`src/rtl/stream_mux_pkg.sv`:
```
// Shared constants and the round-robin search helper for stream_mux_n.
// Sized for the largest supported mux (16 channels); callers zero-extend.
package stream_mux_pkg;

    localparam logic MODE_SEL  = 1'b0;
    localparam logic MODE_RR   = 1'b1;

    localparam int   MAX_IN    = 16;
    localparam int   MAX_SEL_W = 4;

    typedef struct packed {
        logic                 found;
        logic [MAX_SEL_W-1:0] idx;
    } rr_result_t;

    // First valid channel strictly after ptr, wrapping at num. Scanning from
    // the far end lets the nearest candidate win without an early exit.
    function automatic rr_result_t rr_next(
        input logic [MAX_SEL_W-1:0] ptr,
        input logic [MAX_IN-1:0]    valid,
        input int                   num
    );
        rr_result_t res;
        int         cand;
        res = '0;
        for (int k = MAX_IN; k >= 1; k--) begin
            if (k <= num) begin
                cand = int'(ptr) + k;
                if (cand >= num) begin
                    cand = cand - num;
                end
                if (valid[cand[MAX_SEL_W-1:0]]) begin
                    res.found = 1'b1;
                    res.idx   = cand[MAX_SEL_W-1:0];
                end
            end
        end
        return res;
    endfunction

endpackage

```
`src/rtl/stream_mux_n_rr_arbiter.sv`:
```
// rr_arbiter: combinational round-robin grant among NUM_IN requesters,
// starting the search just after rr_ptr.
module rr_arbiter
    import stream_mux_pkg::*;
#(
    parameter int NUM_IN = 4
) (
    input  logic [NUM_IN-1:0]          req,
    input  logic [$clog2(NUM_IN)-1:0]  rr_ptr,
    input  logic                       enable,
    output logic [NUM_IN-1:0]          grant,
    output logic [$clog2(NUM_IN)-1:0]  grant_idx
);

    localparam int SEL_W = $clog2(NUM_IN);

    logic [MAX_IN-1:0]    req_ext;
    logic [MAX_SEL_W-1:0] ptr_ext;
    rr_result_t           pick;

    assign req_ext   = MAX_IN'(req);
    assign ptr_ext   = MAX_SEL_W'(rr_ptr);
    assign pick      = rr_next(ptr_ext, req_ext, NUM_IN);
    assign grant_idx = pick.idx[SEL_W-1:0];

    generate
        for (genvar gi = 0; gi < NUM_IN; gi++) begin : g_grant
            assign grant[gi] = enable && pick.found && (pick.idx == MAX_SEL_W'(gi));
        end
    endgenerate

endmodule

```
`src/rtl/stream_mux_n.sv`:
```
// stream_mux_n: N-way valid/ready stream mux with a registered output stage and
// explicit-select or round-robin arbitration. Define STREAM_MUX_LOCK_EN for packet lock.
module stream_mux_n
    import stream_mux_pkg::*;
#(
    parameter int WIDTH  = 32,
    parameter int NUM_IN = 4,
    parameter int SEL_W  = $clog2(NUM_IN)
) (
    input  logic                    clk,
    input  logic                    rst_n,
    input  logic [NUM_IN*WIDTH-1:0] in_data,
    input  logic [NUM_IN-1:0]       in_valid,
    output logic [NUM_IN-1:0]       in_ready,
`ifdef STREAM_MUX_LOCK_EN
    input  logic [NUM_IN-1:0]       in_last,
    output logic                    out_last,
`endif
    input  logic                    mode,
    input  logic [SEL_W-1:0]        sel,
    output logic [WIDTH-1:0]        out_data,
    output logic                    out_valid,
    input  logic                    out_ready,
    output logic [SEL_W-1:0]        out_chan
);

    logic              out_valid_reg, out_valid_next;
    logic [WIDTH-1:0]  out_data_reg;
    logic [SEL_W-1:0]  out_chan_reg;
    logic [SEL_W-1:0]  rr_ptr_reg, rr_ptr_next;
    logic              load_en;
    logic              xfer;
    logic [NUM_IN-1:0] sel_grant, rr_grant, free_grant, grant;
    logic [SEL_W-1:0]  rr_idx, free_idx, grant_idx;
    logic [WIDTH-1:0]  in_arr [NUM_IN];
    logic [WIDTH-1:0]  xfer_data;

    // An out-of-range sel matches no channel, so it simply yields no grant.
    generate
        for (genvar gi = 0; gi < NUM_IN; gi++) begin : g_chan
            assign in_arr[gi]    = in_data[gi*WIDTH +: WIDTH];
            assign sel_grant[gi] = (sel == SEL_W'(gi));
        end
    endgenerate

    rr_arbiter #(
        .NUM_IN    (NUM_IN)
    ) u_rr_arbiter (
        .req       (in_valid),
        .rr_ptr    (rr_ptr_reg),
        .enable    (mode == MODE_RR),
        .grant     (rr_grant),
        .grant_idx (rr_idx)
    );

    assign free_grant = (mode == MODE_SEL) ? sel_grant : rr_grant;
    assign free_idx   = (mode == MODE_SEL) ? sel : rr_idx;

`ifdef STREAM_MUX_LOCK_EN
    logic              lock_active_reg, lock_active_next;
    logic [SEL_W-1:0]  lock_chan_reg, lock_chan_next;
    logic              out_last_reg;
    logic [NUM_IN-1:0] lock_grant;
    logic              xfer_last;

    generate
        for (genvar gi = 0; gi < NUM_IN; gi++) begin : g_lock
            assign lock_grant[gi] = (lock_chan_reg == SEL_W'(gi));
        end
    endgenerate

    // A held lock overrides both sel and the round-robin order.
    assign grant     = lock_active_reg ? lock_grant : free_grant;
    assign grant_idx = lock_active_reg ? lock_chan_reg : free_idx;
    assign xfer_last = |(in_last & grant);

    always_comb begin
        lock_active_next = lock_active_reg;
        lock_chan_next   = lock_chan_reg;
        if (xfer) begin
            lock_active_next = !xfer_last;
            lock_chan_next   = grant_idx;
        end
    end

    always_ff @(posedge clk or negedge rst_n) begin
        if (!rst_n) begin
            lock_active_reg <= 1'b0;
            lock_chan_reg   <= '0;
            out_last_reg    <= 1'b0;
        end else begin
            lock_active_reg <= lock_active_next;
            lock_chan_reg   <= lock_chan_next;
            if (xfer) begin
                out_last_reg <= xfer_last;
            end
        end
    end

    assign out_last = out_last_reg;
`else
    assign grant     = free_grant;
    assign grant_idx = free_idx;
`endif

    // Loading while the current beat drains keeps one beat per cycle.
    assign load_en  = !out_valid_reg || out_ready;
    assign in_ready = (rst_n && load_en) ? grant : '0;
    assign xfer     = |(in_valid & in_ready);

    always_comb begin
        xfer_data = '0;
        for (int i = 0; i < NUM_IN; i++) begin
            if (grant[i]) begin
                xfer_data = in_arr[i];
            end
        end
    end

    always_comb begin
        out_valid_next = out_valid_reg;
        rr_ptr_next    = rr_ptr_reg;
        if (xfer) begin
            out_valid_next = 1'b1;
        end else if (out_ready) begin
            out_valid_next = 1'b0;
        end
        if (xfer && (mode == MODE_RR)) begin
            rr_ptr_next = grant_idx;
        end
    end

    always_ff @(posedge clk or negedge rst_n) begin
        if (!rst_n) begin
            out_valid_reg <= 1'b0;
            out_data_reg  <= '0;
            out_chan_reg  <= '0;
            rr_ptr_reg    <= SEL_W'(NUM_IN - 1);
        end else begin
            out_valid_reg <= out_valid_next;
            rr_ptr_reg    <= rr_ptr_next;
            if (xfer) begin
                out_data_reg <= xfer_data;
                out_chan_reg <= grant_idx;
            end
        end
    end

    assign out_data  = out_data_reg;
    assign out_valid = out_valid_reg;
    assign out_chan  = out_chan_reg;

endmodule

```
`config.mk`:
```
export PLATFORM = sky130hd
export DESIGN_NAME = stream_mux_n
export DESIGN_NICKNAME = d
export VERILOG_FILES = /design/src/rtl/stream_mux_pkg.sv /design/src/rtl/stream_mux_n_rr_arbiter.sv /design/src/rtl/stream_mux_n.sv
export SDC_FILE = /design/constraint.sdc
export NUM_CORES = 1
export LEC_CHECK = 0
export CAP_MARGIN = 20
export CORE_ASPECT_RATIO = 0.6
export CORE_MARGIN = 2
export CORE_UTILIZATION = 25
export DETAILED_ROUTE_END_ITERATION = 10
export MAX_ROUTING_LAYER = met4
export PLACE_DENSITY = 0.66
export SETUP_SLACK_MARGIN = 0.5
export SLEW_MARGIN = 10
export SYNTH_ARGS = -nofsm -noshare
export SYNTH_HDL_FRONTEND = slang
export SYNTH_SLANG_ARGS = --single-unit
```
`constraint.sdc`:
```
create_clock -name clk -period 9.2 [get_ports clk]
set_input_delay 2.3 -clock clk [delete_from_list [all_inputs] [get_ports clk]]
set_output_delay 2.3 -clock clk [all_outputs]
set_load 0.005 [all_outputs]
```
### Word-level counts from Yosys, hierarchy flattened

Cells that the tools add are included.

* add/subtract/negate cells: 8
* order comparisons: 8
* eq/ne operators: 6
* multiplexer cells: 25
* bitwise gates (word level): 1
* reductions and logical operators: 13

Operators by type and width (count)
* $ge 32x4->1 const B: 4
* $mux 32: 4
* $mux 4: 6
* $lt 4x5->1 const B: 4
* $mux 5: 4
* $bmux 1 s4: 4
* $sub 4x4->4 const B: 4
* $eq 4x2->1 const B: 2
* $logic_and 1x1->1: 7
* $add 2x2->3 const B: 2
* $mux 1: 6
* $add 2x3->4 const B: 1
* $and 4x4->4: 1
* $eq 2x2->1 const B: 2
* $eq 4x1->1 const B: 1
* $logic_not 4->1: 1
* $reduce_or 4->1: 1
* $add 2x1->3 const B: 1
* $eq 2x1->1 const B: 1
* $logic_not 2->1: 1
* $mux 2: 1
* $reduce_bool 2->1: 1
* $logic_not 1->1: 1
* $logic_or 1x1->1: 1

* register bits after elaboration: 37
* input bits: 138
* output and inout port bits: 39
* logic and storage cells: 65

### Depth between registers and ports, before layout

Gate-level depths: netlist of run 1.

* word-level depth: 16
* mapped depth: 12
* mapped depth without buffers: 9

### Hierarchy

From an unflattened synthesis of run 1, not the netlist that was laid out.

* cell total of the unflattened synthesis: 403
* area, all modules: 3409.5 sq um

By module, submodules not included
* stream_mux_n: times used 1, cells an instance 368, area each 3123.0 sq um, sequential area each 928.4 sq um
* rr_arbiter: times used 1, cells an instance 35, area each 286.5 sq um, sequential area each 0.0 sq um

### Worst setup path before layout of run 1

Ideal clock, no wire load.

* kind: in2out
* start point: input in_valid[2]
* end point: output in_ready[1]
* data arrival time: 3.971 ns
* data required time: 6.900 ns
* path slack: 2.929 ns
* cell stages on the path: 8
* buffers on the path: 2
* cell sequence: buf_2 -> mux2i_1 -> o22ai_2 -> o41ai_4 -> o21ba_4 -> a22o_4 -> buf_6 -> nor2b_1

* cells in the longest elaborated chain, start to end: 10
* elaborated cells between the ends (all ways): 17
* classes of those cells: eq/ne (1); mux (14); reduce/logical (2)

Ends and longest elaborated chain
* start: declaration: line stream_mux_n.sv:13 `input logic [NUM_IN-1:0] in_valid,`
* $bmux 1 s4: line stream_mux_pkg.sv:32 `if (valid[cand[MAX_SEL_W-1:0]]) begin`
* $mux 1 (implied by the code): line stream_mux_pkg.sv:32
* $mux 5 (3 in series): line stream_mux_pkg.sv:32
* $mux 5 (*): line stream_mux_pkg.sv:32
* $eq 4x1->1 or $logic_and 1x1->1 (tied branches): line stream_mux_n_rr_arbiter.sv:28 `assign grant[gi] = enable && pick.found && (pick.idx == MAX_SEL_W'(gi));`
* $logic_and 1x1->1 (*): line stream_mux_n_rr_arbiter.sv:28
* $mux 4 (*): line stream_mux_n.sv:56 `assign free_grant = (mode == MODE_SEL) ? sel_grant : rr_grant;`
* $mux 4 (*): line stream_mux_n.sv:108 `assign in_ready = (rst_n && load_en) ? grant : '0;`
* end: declaration: line stream_mux_n.sv:14 `output logic [NUM_IN-1:0] in_ready,`

Mark *: on every way between the ends. The rest lies on a longest branch, timed or not. The select of a mux whose other input is x is not followed.

### Worst setup path in the final report of run 1

* start point: input in_valid[2]
* end point: output in_ready[2]

* cells in the longest elaborated chain, start to end: 10
* elaborated cells between the ends (all ways): 17
* classes of those cells: eq/ne (1); mux (14); reduce/logical (2)

Ends and longest elaborated chain (line)
* $bmux 1 s4: stream_mux_pkg.sv:32
* $mux 1 (implied by the code): stream_mux_pkg.sv:32
* $mux 5 (3 in series): stream_mux_pkg.sv:32
* $mux 5 (*): stream_mux_pkg.sv:32
* $eq 4x2->1 or $logic_and 1x1->1 (tied branches): stream_mux_n_rr_arbiter.sv:28
* $logic_and 1x1->1 (*): stream_mux_n_rr_arbiter.sv:28
* $mux 4 (*): stream_mux_n.sv:56
* $mux 4 (*): stream_mux_n.sv:108

Marks and branches as above.

==> results of run 1 <==
[critical path, cell delays in order]
cell and delay (ns):
clkdlybuf4s50_1 0.66, or3b_1 0.40, a32oi_1 0.17, a31oi_1 0.13, or3_1 0.43, o22ai_2 0.12
buf_4 0.38, nor2b_1 0.25, clkdlybuf4s50_1 0.55
[power groups by stage]
stage | registers (uW) | logic, uW | clock network (uW)
3_5_place_dp | 302 | 794 | 0
2_1_floorplan | 299 | 470 | 0
5_1_grt | 313 | 861 | 237
6_report | 300 | 789 | 221
4_1_cts | 300 | 796 | 228
3_3_place_gp | 298 | 785 | 0
[metal layers]
layer	global-route usage, %	share of wire [%]	up-vias
met3	4.736	9.5	9
met4	4.124	1.3	0
met5	-	0	-
met2	25.83	42	139
li1	-	-	1377
met1	22.50	47	1348
[synth_stat cells, drive strengths merged (4+ instances only)]
library cell | number | area [um2]
a21oi | 37 | 185.2
a221oi | 32 | 461.7
a22oi | 32 | 240.2
buf | 18 | 121.4
clkbuf | 4 | 15.01
dfrtp | 35 | 875.8
mux2 | 5 | 56.30
mux2i | 7 | 73.82
nand2 | 9 | 33.78
nor2 | 37 | 138.9
nor2b | 5 | 31.28
[cell families after synthesis]
family / after synthesis / synth area share, %
buffers and inverters: 25 / 5.548
multiplexers: 12 / 4.889
flip-flops: 37 / 34.88
AO/OA/AOI/OAI: 122 / 42.55
adder cells (fa/ha/maj): 3 / 1.411
AND/OR/NAND/NOR: 64 / 10.72
[stage by stage]
step	hold WS [ns]	setup slack, ns	utilization, %	std cells	area, um2
floorplan	0.4843	2.929	-	263	2661
global placement	0.4818	1.609	43.08	561	4502
detailed placement	0.4960	1.525	43.08	561	4502
CTS	0.5139	1.512	44.90	569	4692
global route	0.5465	1.366	45.16	570	4720
finish	0.5016	1.502	45.16	570	4720
[worst max-delay path by stage]
stage,end,startpoint,depth (start not counted),slack (ns)
finish,in_ready[2],in_valid[2],9,1.50
global route,in_ready[2],in_valid[2],9,1.37
CTS,in_ready[2],in_valid[2],9,1.51
detailed placement,in_ready[2],in_valid[2],9,1.52
global placement,in_ready[2],in_valid[2],9,1.61
floorplan,in_ready[1],in_valid[2],8,2.93
[layout make-up]
type / instances / share of cell area (%)
Multi-Input combinational cell: 201 / 33.78
Clock inverter: 3 / 1.379
Clock buffer: 5 / 2.651
Inverter: 3 / 0.2386
Timing Repair Buffer: 182 / 38.60
Sequential cell: 37 / 19.67
Tap cell: 139 / 3.685
==> flow_summary.json, run 1 <==
{
  "status": "finished clean",
  "critPathMaxFanout": 32,
  "worstHoldPathCells": 1,
  "synthCells": 263,
  "grt_pass1_vias": 2956,
  "die_y_um": 83.92,
  "clk_latency_ns": 0.28,
  "numCtsBuffers": 5,
  "power.internal_uw": 791.4,
  "root_buffer": "clkbuf_16",
  "grt-ovfl-total": 0,
  "grt_pass1_wl_um": 14840,
  "min-delay-start": "out_chan[1]$_DFFE_PN0P_",
  "tightestPinTransition_ns": 0.5836,
  "tritoncts": "done",
  "synth_seq_cells": 37,
  "cts.clk_slew.worst_paths_ns": 0.06,
  "max_freq_ghz": 0.1299,
  "syn-cell-area_mm2": 0.002661,
  "power_density_mw_per_mm2": 277.7,
  "worst_ep_required_time_ns": 6.90,
  "post_cts_buffers": 0,
  "setup_tns_ns": 0,
  "multi_input_area_mm2": 0.001594,
  "finalHoldViolCount": 0,
  "reg2reg_depth": 11,
  "dpl.hpwl_um": 7047,
  "ys.flop_type": "dfrtp_1",
  "ant_nets": 0,
  "synth_nets": 404,
  "drtIter0Drc": 108,
  "yosys_warnings": 0,
  "layout_commonest_cell": "clkdlybuf4s50_1",
  "rsz0062_at_grt": "no",
  "avgSynthCellArea_um2": 10.12,
  "p_leak_uw": 0.001796,
  "area_growth_syn_to_layout_pct": 77.34,
  "reg2reg_to": "out_data[14]$_DFFE_PN0P_",
  "track_usage_pct": 17.04,
  "vias": 2873,
  "via_per_inst": 5.040,
  "drc_errors": 0,
  "finalClockSkew_ns": 0.005708,
  "setup_viol": 0,
  "synth_edf_count": 0,
  "finalCriticalPeriod_ns": 7.698,
  "ir_worst_vdd_v": 0.0001189,
  "power_frac_seq_pct": 22.9,
  "dieArea_mm2": 0.01151,
  "gp_congestion": 0.8820,
  "antenna_cells": 0,
  "synth_cell_type_count": 44,
  "drt_first_pass_iters": 4,
  "regArea_um2": 928.4,
  "fillers": 994,
  "worstSetupPathType": "in2out",
  "wl_per_cell_um": 16.88,
  "min_path_type": "reg2reg",
  "clockPowerShare_pct": 16.9,
  "clockBufferDepth": 2,
  "numPortBuffers": 176,
  "antenna_found_initial": 0,
  "reg2reg_slack_ns": 5.35,
  "num_rows": 29,
  "drive_gt1_share_pct": 14.39,
  "largest_register_ffs": 32,
  "seq_area_frac_synth_pct": 34.88,
  "postCtsHoldBufs": 0,
  "drv_cap": 0,
  "p_sw_share_pct": 39.61,
  "crit_arrival_ns": 5.40,
  "clock-sinks": 37,
  "p_switching_uw": 519.2,
  "async_reset_ff_share_pct": 100.0,
  "die_w_um": 137.2,
  "final_cell_mix": "clkdlybuf4s50_1 (175), a21oi_1 (37), nor2_1 (37)",
  "end_kind": "primary output",
  "power_frac_comb_pct": 60.2,
  "hold_end": "out_chan[1]$_DFFE_PN0P_",
  "start_kind": "input pin",
  "boundaryPins": 177,
  "total_power_uw": 1311,
  "start_util_pct": 25.47,
  "cts_resized": 0,
  "design.core.area_mm2": 0.01045,
  "slew_headroom_pct": 61.09,
  "drt-total-wl_um": 9622,
  "finalCritPeriodShare_pct": 83.67,
  "final_nets": 571,
  "grt_max_degree": 38,
  "slew_violations": 0,
  "timing.rr.start": "rr_ptr_reg[0]$_DFFE_PN1P_",
  "cts_max_level": 2
}
(Power assumes the default switching activity.)
==> inputs of run 2 (changes only) <==
==> constraint.sdc (replaced) <==
create_clock -name clk -period 7.8 [get_ports clk]
set_input_delay 1.95 -clock clk [delete_from_list [all_inputs] [get_ports clk]]
set_output_delay 1.95 -clock clk [all_outputs]
set_load 0.005 [all_outputs]
==> flow_summary.json, run 2 (synthesis gave the netlist of run 1 again) <==
{
  "status": "finished clean",
  "total_power_uw": 1550,
  "p_sw_share_pct": 39.91,
  "numCtsBuffers": 5,
  "layout_commonest_cell": "clkdlybuf4s50_1",
  "area_growth_syn_to_layout_pct": 76.87,
  "drive_gt1_share_pct": 14.39,
  "grt_pass1_wl_um": 15160,
  "drc_errors": 0,
  "clock-sinks": 37,
  "numPortBuffers": 176,
  "antenna_found_initial": 0,
  "root_buffer": "clkbuf_16",
  "postCtsHoldBufs": 0,
  "rsz0062_at_grt": "no",
  "wl_per_cell_um": 17.50,
  "drt-total-wl_um": 9977,
  "critPathMaxFanout": 33,
  "setup_tns_ns": 0,
  "worstSetupPathType": "in2out",
  "grt_max_degree": 38,
  "max_freq_ghz": 0.1459,
  "drtIter0Drc": 116,
  "num_rows": 29,
  "fillers": 962,
  "largest_register_ffs": 32,
  "clockPowerShare_pct": 17.1,
  "track_usage_pct": 17.53,
  "design.core.area_mm2": 0.01045,
  "vias": 2895,
  "finalHoldViolCount": 0,
  "tritoncts": "done",
  "cts_max_level": 2,
  "drt_first_pass_iters": 4,
  "power_frac_comb_pct": 60.1,
  "end_kind": "primary output",
  "min_path_type": "reg2reg",
  "gp_congestion": 0.8371,
  "start_kind": "input pin",
  "via_per_inst": 5.079,
  "setup_viol": 0,
  "power_density_mw_per_mm2": 329.3,
  "grt-ovfl-total": 0,
  "dieArea_mm2": 0.01151,
  "tightestPinTransition_ns": 0.7667,
  "ant_nets": 0,
  "start_util_pct": 25.47,
  "boundaryPins": 177,
  "finalClockSkew_ns": 0.003642,
  "power.internal_uw": 931.3,
  "die_w_um": 137.2,
  "slew_headroom_pct": 48.88,
  "drv_cap": 0,
  "power_frac_seq_pct": 22.8,
  "final_cell_mix": "clkdlybuf4s50_1 (175), a21oi_1 (37), nor2_1 (37)",
  "grt_pass1_vias": 2873,
  "crit_arrival_ns": 4.90,
  "cts.clk_slew.worst_paths_ns": 0.06,
  "die_y_um": 83.92,
  "p_switching_uw": 618.7,
  "slew_violations": 0,
  "final_nets": 571,
  "cts_resized": 0,
  "dpl.hpwl_um": 7238,
  "worst_ep_required_time_ns": 5.85,
  "p_leak_uw": 0.001791,
  "ir_worst_vdd_v": 0.0001297,
  "post_cts_buffers": 0,
  "clk_latency_ns": 0.28,
  "antenna_cells": 0,
  "finalCritPeriodShare_pct": 87.88,
  "clockBufferDepth": 2,
  "finalCriticalPeriod_ns": 6.855
}
==> run 2: cell counts in the layout (fill, tap and decap cells not counted) <==
No cell type changed its count.
==> run 2: area by class of cell <==
type | count | area [um2] | area share [%]
clock buffer | 5 | 125.1 | 2.658
multi-input combinational | 201 | 1594 | 33.87
sequential | 37 | 928.4 | 19.72
inverter | 3 | 11.26 | 0.2392
clock inverter | 3 | 65.06 | 1.382
timing repair buffer | 182 | 1809 | 38.44
tap | 139 | 173.9 | 3.695
==> run 2: critical path: stages <==
cell and delay, ns:
clkdlybuf4s50_1 0.54, mux2i_2 0.27, o22ai_2 0.16, and2_1 0.21, o31ai_4 0.45, a22o_4 0.59
nor2b_1 0.22, clkdlybuf4s50_1 0.51
==> run 2: worst paths after layout <==
| check | startpoint | to | slack (ns) | depth (start not counted) |
|---|---|---|---|---|
| min in group asynchronous | rst_n | out_data[29]$_DFFE_PN0P_ | 1.77 | 2 |
| worst min-delay path | out_chan[1]$_DFFE_PN0P_ | out_chan[1]$_DFFE_PN0P_ | 0.50 | 1 |
| worst max-delay path | in_valid[0] | in_ready[1] | 0.95 | 8 |
| max in group asynchronous | rst_n | rr_ptr_reg[1]$_DFFE_PN1P_ | 5.68 | 2 |
| worst max register to register | rr_ptr_reg[0]$_DFFE_PN1P_ | out_data[14]$_DFFE_PN0P_ | 4.04 | 10 |
| worst min register to register | out_chan[1]$_DFFE_PN0P_ | out_chan[1]$_DFFE_PN0P_ | 0.50 | 1 |
==> run 2: per-stage QoR <==
step | hold WS (ns) | instance area, um2 | setup WS (ns) | utilization, % | cells
after floorplan | 0.4843 | 2661 | 2.229 | - | 263
after global placement | 0.4837 | 4502 | 1.012 | 43.08 | 561
after detailed placement | 0.4862 | 4517 | 0.9411 | 43.22 | 562
after CTS | 0.5108 | 4707 | 0.9229 | 45.04 | 570
after global routing | 0.5274 | 4707 | 0.7291 | 45.04 | 570
final | 0.5041 | 4707 | 0.9451 | 45.04 | 570
==> run 2: power groups by stage <==
stage | logic [uW] | registers, uW | clock network [uW]
after CTS | 938 | 353 | 275
after floorplan | 554 | 353 | 0
after global placement | 926 | 352 | 0
final | 932 | 353 | 265
after detailed placement | 934 | 356 | 0
after global routing | 1010 | 369 | 283
==> run 2: routing by layer <==
metal,up-vias,wire length [um],global-route usage (%)
li1,1369,-,-
met1,1356,4484,23.20
met4,0,98,2.999
met2,157,4353,26.78
met5,-,0,-
met3,13,1041,5.343
==> inputs of run 3 (changes only) <==
--- a/config.mk
+++ b/config.mk
@@ -8,10 +8,10 @@
 export CAP_MARGIN = 20
 export CORE_ASPECT_RATIO = 0.6
 export CORE_MARGIN = 2
-export CORE_UTILIZATION = 25
+export CORE_UTILIZATION = 36
 export DETAILED_ROUTE_END_ITERATION = 10
 export MAX_ROUTING_LAYER = met4
-export PLACE_DENSITY = 0.66
+export PLACE_DENSITY = 0.87
 export SETUP_SLACK_MARGIN = 0.5
 export SLEW_MARGIN = 10
 export SYNTH_ARGS = -nofsm -noshare
==> flow_summary.json, run 3 (synthesis gave the netlist of run 1 again) <==
{
  "power_density_mw_per_mm2": 325.5,
  "vias": 2964,
  "slew_headroom_pct": 27.06,
  "power.internal_uw": 873.9,
  "crit_buf_inv": 2,
  "p_leak_uw": 0.001762,
  "largest_register_ffs": 32,
  "via_per_inst": 5.700,
  "worst_ep_required_time_ns": 5.85,
  "worstSetupPathType": "in2out",
  "clk_latency_ns": 0.28,
  "p_sw_share_pct": 41.47,
  "drv_cap": 0,
  "drtIter0Drc": 147,
  "num_rows": 24,
  "final_cell_mix": "clkdlybuf4s50_1 (175), a21oi_1 (37), nor2_1 (37)",
  "max_freq_ghz": 0.1457,
  "track_usage_pct": 24.11,
  "total_power_uw": 1493,
  "slew_violations": 0,
  "dieArea_mm2": 0.008119,
  "finalCritPeriodShare_pct": 87.97,
  "numPortBuffers": 176,
  "drive_gt1_share_pct": 13.99,
  "grt_max_degree": 39,
  "crit_slowest_cell": "a22o_4",
  "drt-total-wl_um": 9906,
  "gp_congestion": 0.8476,
  "finalHoldViolCount": 0,
  "cpMostUsedCell": "clkdlybuf4s50_1",
  "setup_tns_ns": 0,
  "post_cts_buffers": 0,
  "min_path_type": "reg2reg",
  "grt_pass1_vias": 2987,
  "drc_errors": 0,
  "antenna_cells": 0,
  "boundaryPins": 177,
  "clockPowerShare_pct": 13.9,
  "ant_nets": 0,
  "design.core.area_mm2": 0.007207,
  "tightestPinTransition_ns": 1.094,
  "clockBufferDepth": 2,
  "clock-sinks": 37,
  "cts.clk_slew.worst_paths_ns": 0.06,
  "grt_pass1_wl_um": 14940,
  "critPathMaxFanout": 33,
  "die_w_um": 115,
  "die_y_um": 70.60,
  "setup_viol": 0,
  "reg2reg_slack_ns": 3.55,
  "tritoncts": "done",
  "cts_max_level": 2,
  "dpl.hpwl_um": 7162,
  "crit_arrival_ns": 4.91,
  "numCtsBuffers": 5,
  "cts_resized": 0,
  "crit_chain": "clkdlybuf4s50_1 -> mux2i_2 -> o22ai_2 -> and2_1 -> o31ai_4 -> a22o_4 -> nor2b_1 -> clkdlybuf4s50_1",
  "postCtsHoldBufs": 0,
  "layout_commonest_cell": "clkdlybuf4s50_1",
  "grt-ovfl-total": 0,
  "ir_worst_vdd_v": 0.0002093,
  "root_buffer": "clkbuf_16",
  "rsz0062_at_grt": "no",
  "end_kind": "primary output",
  "wl_per_cell_um": 19.05,
  "antenna_found_initial": 0,
  "area_growth_syn_to_layout_pct": 72.36,
  "finalClockSkew_ns": 0.005530,
  "slowest_delay_ns": 0.56,
  "p_switching_uw": 619.2,
  "power_frac_seq_pct": 24.0,
  "power_frac_comb_pct": 62.1,
  "start_util_pct": 36.93,
  "drt_first_pass_iters": 4,
  "crit_family": "compound AO/OA/AOI/OAI gates",
  "final_nets": 569,
  "start_kind": "input pin",
  "finalCriticalPeriod_ns": 6.862,
  "status": "finished clean"
}
run 3: worst paths after layout:
kind / start / end / cells after the start
worst max-delay path: in_valid[0] / in_ready[1] / 8
worst max register to register: rr_ptr_reg[0]$_DFFE_PN1P_ / out_data[14]$_DFFE_PN0P_ / 10
worst min register to register: out_chan[1]$_DFFE_PN0P_ / out_chan[1]$_DFFE_PN0P_ / 1
min in group asynchronous: rst_n / out_chan[0]$_DFFE_PN0P_ / 1
worst min-delay path: out_chan[1]$_DFFE_PN0P_ / out_chan[1]$_DFFE_PN0P_ / 1
max in group asynchronous: rst_n / out_data[10]$_DFFE_PN0P_ / 1
run 3: power by group through the flow:
stage / Combinational [uW] / Clock, uW / Sequential [uW]
floorplan: 554 / 0 / 353
global placement: 887 / 0 / 354
detailed placement: 923 / 0 / 360
CTS: 929 / 213 / 357
global route: 997 / 220 / 370
finish: 927 / 208 / 358
run 3: per-stage QoR:
stage                     util [%]  hold WS [ns]  area [um2]  cells  worst slack [ns]
after global placement       61.53        0.4760        4434    512             1.057
after floorplan                  -        0.4843        2661    263             2.229
after CTS                    63.65        0.5117        4587    520            0.9580
after detailed placement     61.53        0.4870        4434    512            0.9628
final                        63.65        0.5156        4587    520            0.9382
after global routing         63.65        0.5490        4587    520            0.7341
run 3: cell type report:
type / count / area (um2)
Clock buffer: 6 / 138.9
Tap cell: 91 / 113.9
Clock inverter: 2 / 13.76
Multi-Input combinational cell: 201 / 1594
Fill cell: 587 / 2620
Sequential cell: 37 / 928.4
Inverter: 3 / 11.26
Timing Repair Buffer: 180 / 1787
run 3: routing by layer:
metal	GRT usage, %	wire length, um
met1	29.96	4300
met4	5.489	111
met3	4.456	755
met5	-	0
met2	41.11	4738
